<file path="config.mk">
export PLATFORM = sky130hd
export DESIGN_NAME = cm0ik_misc_delay_sched
export DESIGN_NICKNAME = d
export VERILOG_FILES = /design/src/rtl/cm0ik_misc_delay_sched.sv
export SDC_FILE = /design/constraint.sdc
export NUM_CORES = 1
export LEC_CHECK = 0
export CORE_MARGIN = 10
export CORE_UTILIZATION = 35
export CTS_CLUSTER_SIZE = 10
export DETAILED_ROUTE_END_ITERATION = 10
export PLACE_DENSITY = 0.67
export SYNTH_ARGS = -nofsm -noshare
export SYNTH_HDL_FRONTEND = slang
export SYNTH_SLANG_ARGS = --single-unit
</file>
<file path="constraint.sdc">
create_clock -name fclk -period 1.6 [get_ports fclk]
set_clock_uncertainty 0.05 [all_clocks]
set_input_delay 0.32 -clock fclk [delete_from_list [all_inputs] [get_ports fclk]]
set_output_delay 0.32 -clock fclk [all_outputs]
set_load 0.005 [all_outputs]
</file>
<file path="src/rtl/cm0ik_misc_delay_sched.sv">
// Round-robin scheduler sharing one countdown delay engine between NREQ requesters.
// Optional abort support is enabled by defining CM0IK_DELAY_SCHED_ABORT_EN.
module cm0ik_misc_delay_sched #(
  parameter int NREQ = 4,
  parameter int CW   = 8
) (
  input  logic               fclk,
  input  logic               hresetn,
  input  logic [NREQ-1:0]    req,
  input  logic [NREQ*CW-1:0] dly,
`ifdef CM0IK_DELAY_SCHED_ABORT_EN
  input  logic               abort,
  output logic               aborted,
`endif
  output logic [NREQ-1:0]    ack,
  output logic [NREQ-1:0]    evt,
  output logic               busy,
  output logic [2:0]         cur_id
);

  typedef enum logic [1:0] {S_IDLE, S_RUN, S_FIRE} state_t;

  state_t          r_state;
  logic [CW-1:0]   r_cnt;
  logic [2:0]      r_ptr;
  logic [2:0]      r_cur_id;
  logic [NREQ-1:0] r_ack;
  logic [NREQ-1:0] r_evt;
  logic            r_busy;
`ifdef CM0IK_DELAY_SCHED_ABORT_EN
  logic            r_aborted;
`endif

  logic            w_gnt_vld;
  logic [2:0]      w_gnt_id;
  logic [CW-1:0]   w_gnt_dly;
  logic [2:0]      w_next_ptr;
  logic [NREQ-1:0] w_gnt_oh;
  logic [NREQ-1:0] w_cur_oh;

  // First set bit of r at or above p, wrapping; descending scan lets the nearest index win.
  function automatic logic [2:0] rr_pick(input logic [NREQ-1:0] r, input logic [2:0] p);
    logic [2:0]      pick;
    logic [NREQ-1:0] rot;
    int              idx;
    pick = '0;
    for (int k = NREQ - 1; k >= 0; k--) begin
      idx = (int'(p) + k) % NREQ;
      rot = r >> idx;
      if (rot[0]) pick = 3'(idx);
    end
    return pick;
  endfunction

  always_comb begin
    // NOTE: every combinational signal gets a value on every path, so no latch is inferred.
    w_gnt_vld  = |req;
    w_gnt_id   = rr_pick(req, r_ptr);
    w_gnt_dly  = CW'(dly >> (int'(w_gnt_id) * CW));
    w_next_ptr = (w_gnt_id == 3'(NREQ - 1)) ? 3'd0 : w_gnt_id + 3'd1;
    w_gnt_oh   = {{(NREQ-1){1'b0}}, 1'b1} << w_gnt_id;
    w_cur_oh   = {{(NREQ-1){1'b0}}, 1'b1} << r_cur_id;
  end

  // NOTE: state is updated with non-blocking assignments so every register samples pre-edge values.
  always_ff @(posedge fclk) begin
    if (!hresetn) begin
      r_state   <= S_IDLE;
      r_cnt     <= '0;
      r_ptr     <= '0;
      r_cur_id  <= '0;
      r_ack     <= '0;
      r_evt     <= '0;
      r_busy    <= 1'b0;
`ifdef CM0IK_DELAY_SCHED_ABORT_EN
      r_aborted <= 1'b0;
`endif
    end else begin
      r_ack     <= '0;
      r_evt     <= '0;
`ifdef CM0IK_DELAY_SCHED_ABORT_EN
      r_aborted <= 1'b0;
`endif
      unique case (r_state)
        S_IDLE: begin
          if (w_gnt_vld) begin
            r_ack    <= w_gnt_oh;
            r_cnt    <= w_gnt_dly;
            r_cur_id <= w_gnt_id;
            r_ptr    <= w_next_ptr;
            r_busy   <= 1'b1;
            r_state  <= S_RUN;
          end
        end
        S_RUN: begin
`ifdef CM0IK_DELAY_SCHED_ABORT_EN
          // Abort wins over the terminal count in the same cycle.
          if (abort) begin
            r_state   <= S_IDLE;
            r_cnt     <= '0;
            r_aborted <= 1'b1;
            r_busy    <= 1'b0;
          end else
`endif
          if (r_cnt == '0) begin
            r_evt   <= w_cur_oh;
            r_state <= S_FIRE;
          end else begin
            r_cnt <= r_cnt - 1'b1;
          end
        end
        S_FIRE: begin
          r_state <= S_IDLE;
          r_busy  <= 1'b0;
        end
        default: begin
          r_state <= S_IDLE;
          r_busy  <= 1'b0;
        end
      endcase
    end
  end

  assign ack     = r_ack;
  assign evt     = r_evt;
  assign busy    = r_busy;
  assign cur_id  = r_cur_id;
`ifdef CM0IK_DELAY_SCHED_ABORT_EN
  assign aborted = r_aborted;
`endif

endmodule

</file>
==> Flow_metrics.wiki <==
{| class="wikitable"
! Metric !! Value
|-
| Dominant cell type by area after synthesis || dfxtp_1
|-
| Number of register bits inferred by synthesis || 23
|-
| Avg Synthesized Cell Area || around 8.5 sq um
|-
| Fin. Hold Viols || 0
|-
| Routed vias/inst || 5.47
|-
| Placeable Area || around 3700 sq um
|-
| Fraction of layout cells with a size suffix above 1 || 51.1%
|-
| Syn Inst Count || 161
|-
| RSZ-0062 raised after global routing || yes
|-
| # fillers || 257
|-
| Total Die Area || 6830 sq um
|-
| Status || complete, but fails checks
|-
| Final period util || 110%
|-
| Crit. path cell count || 8
|-
| Synthesis-to-layout area growth || 103%
|-
| Startpoint type of the worst setup path || register
|-
| Total global routing overflow || 0
|-
| Hold_ws || 0.447 ns
|-
| Max incr delay on CP || 0.34 ns
|-
| Classification of the worst-slack hold path || register to register
|-
| Achievable clock frequency || 0.567 GHz
|-
| Number of sinks on the clock net || 23
|-
| Number of nets at the end of the flow || 307
|-
| Remaining routing DRC violations || 0
|-
| Critical Path End Type || register
|-
| Count of flip-flops with a built-in enable after synthesis || 0
|-
| Post-route worst setup slack || -0.164 ns
|-
| Number of nets still failing antenna checks after routing || 0
|-
| Global routing usage summed across all routing layers || 15.2%
|-
| WP data required || 1.73 ns
|-
| Worst hold path depth || 2
|-
| Clk root buf || clkbuf_8
|-
| Highest ir drop seen on vdd || 789 uV
|-
| Iteration-0 DRC Markers || 153
|-
| Cell Rows || 22
|-
| Min cycle time layout || 1.76 ns
|-
| Drt wl/cell || 18.3 um
|-
| Slowest stage cell, crit path || dfxtp_2
|-
| Number of H-tree levels || 1
|-
| Vias after detailed routing || 1,718
|-
| Areal power density over the cells || roughly 1500 nW/um^2
|-
| Most common cell after layout, fill and taps aside || buf_4
|-
| Cell count of the worst reg-to-reg path || 8
|-
| Data arrival time of the critical path || approximately 1.9 ns
|-
| TritonCTS clock tree || built
|-
| Highest-count cells in the layout ignoring fill and taps || 51 x buf_4, 44 x clkdlybuf4s50_1, 17 x dfxtp_1, 9 x nor2_1, 9 x buf_6
|-
| Crit path buf inv count || 2
|-
| Diode count || 0
|-
| Flip-flop cell with the highest count after synthesis || dfxtp_1
|-
| Wire length reported by the detailed router || 5.76 mm
|-
| Largest net degree at the start of global routing || 14
|-
| Post-CTS clock slew at the launch and capture registers of the worst setup and hold paths || roughly 0.09 ns
|-
| Number of buffers created by CTS || 3
|-
| Sum of internal, switching and leakage power || 4130 uW
|-
| DIE WIDTH || 82.7 um
|-
| Sequential cell area fraction in the yosys report || between 30% and 40%
|-
| Final non-filler cell total || between 300 and 400
|-
| Top-level I/O count || 50
|-
| Type of the worst setup path || register to register
|-
| Share of synthesized flip-flops with an asynchronous set or reset || 0%
|-
| Family with the most delay on the worst path || simple AND/OR/NAND/NOR gates
|-
| Share of the synthesized area in the top cell type || 33.5%
|-
| Largest cells by area after synthesis || dfxtp_1 34%, mux2i_1 8.0%, o21ai_0 3.6%
|-
| Net count after synthesis || 201
|-
| Global placement routability congestion || approximately 0.92
|-
| Synth Cell Area || roughly 1400 sq um
|-
| First-pass iteration count of the detailed router || 4
|-
| Post-synthesis cell type count || 45
|-
| Failing checks || setup timing
|-
| Number of buffers on the longest clock path || 2
|-
| Antenna violations before repair || 0
|-
| Total of buffers placed on input and output ports || 48
|-
| Number of global-route vias before repair || about 1,800
|-
| Cell-by-cell listing of the critical path || inv_2 -> ha_4 -> nor3b_4 -> a21oi_4 -> buf_6 -> or3_1 -> a21o_1 -> o221ai_2
|-
| Chip Height || around 83 um
|-
| HPWL Detailed || 3.78 mm
|-
| Leakage power || about 0.0011 uW
|-
| Initial Util || 37.0%
|-
| Global-route wire length before repair || 8.28 mm
|-
| Final setup violation count || 9
|-
| Worst-skew pair later-pin latency || 0.27 ns
|-
| Number of slew-limit violations in the final report || 0
|-
| Total negative setup slack || -0.777 ns
|-
| # placed instances || 287
|-
| Critical-path maximum fanout || 4
|-
| Yosys warnings || 0
|-
| Max Cap Violations || 0
|}
==> where the power goes <==
part	internal, uW	total [uW]	switching [uW]
combinational	1590	2850	1260
sequential	739	906	167
clock	174	375	201
==> path summary, 6_finish.rpt <==
| path | from | slack, ns | endpoint |
|---|---|---|---|
| worst max-delay path | r_cnt[0] | -0.16 | r_cnt[0] |
| worst min-delay path | busy | 0.45 | busy |
| worst max register to register | r_cnt[0] | -0.16 | r_cnt[0] |
| worst min register to register | busy | 0.45 | busy |
==> what timing repair did <==
| action | CTS | global route |
|---|---|---|
| setup endpoints to repair | 17 | 15 |
| gates cloned | 1 | 0 |
| pin swaps | 20 | 18 |
| hold buffers | 0 | 0 |
| resized for setup | 60 | 35 |
| buffers inserted | 12 | 10 |
==> worst reg2reg max path, cell delays in order, from the launching register on <==
cell and delay [ns]:
dfxtp_2 0.34, inv_2 0.08, ha_4 0.14, nor3b_4 0.26
a21oi_4 0.12, buf_6 0.13, or3_1 0.31, a21o_1 0.20
o221ai_2 0.06
==> flip-flops by register name (all words and copies together) (netlist names) <==
| signal | flops |
|---|---|
| r_ptr | 2 |
| r_state | 2 |
| evt | 4 |
| ack | 4 |
| cur_id | 2 |
| r_cnt | 8 |
| busy | 1 |
==> layout make-up <==
type	count	area (sq um)	share of cell area [%]
Multi-Input combinational cell	125	1190	42.9
Inverter	5	21.3	0.763
Tap cell	48	60.1	2.16
Clock inverter	1	5.00	0.180
Timing Repair Buffer	109	991	35.6
Sequential cell	23	473	17.0
Clock buffer	3	41.3	1.48
==> kinds of logic (layout without fill, tap and decap cells) <==
family                     count (synthesis)  after routing  share of synthesized area [%]
buffers and inverters                     13            118                           4.10
adders and majority gates                  2              2                           1.82
DFF                                       23             23                           33.5
muxes                                     11             11                           8.01
other                                      1              1                          0.273
xor gates and xnor gates                   2              2                           1.28
and+or+nand+nor                           69             69                           30.7
AOI/OAI and AO/OA                         40             40                           20.3
==> cell usage after synthesis, drive strengths merged, types with 2 or more instances <==
| master | count |
|---|---|
| nor3 | 4 |
| nand2b | 3 |
| a21oi | 7 |
| ha | 2 |
| mux2i | 11 |
| inv | 5 |
| nor2b | 7 |
| nor2 | 14 |
| nand3 | 9 |
| nor4 | 3 |
| or3 | 3 |
| and3 | 5 |
| a31oi | 3 |
| clkbuf | 4 |
| o21ai | 11 |
| a211oi | 3 |
| a211o | 4 |
| a311oi | 2 |
| dfxtp | 23 |
| o221ai | 5 |
| nand2 | 8 |
| nor3b | 5 |
| buf | 4 |
==> metrics by stage <==
step | setup slack [ns] | area, sq um | util (%)
global placement | -0.608 | 2240 | 60.3
CTS | -0.120 | 2600 | 69.9
detailed placement | -0.683 | 2240 | 60.3
global route | -0.252 | 2790 | 75.0
finish | -0.164 | 2790 | 75.0
floorplan | -0.0489 | 1460 | -
==> routing by layer <==
metal	GRT usage, %	share of wire, %	vias to the layer above
li1	-	-	816
met3	1.62	5.2	12
met5	0	0	-
met2	27.6	53	64
met1	17.9	39	826
met4	5.18	2.3	0
No activity file was read; power rests on OpenSTA's default activity.
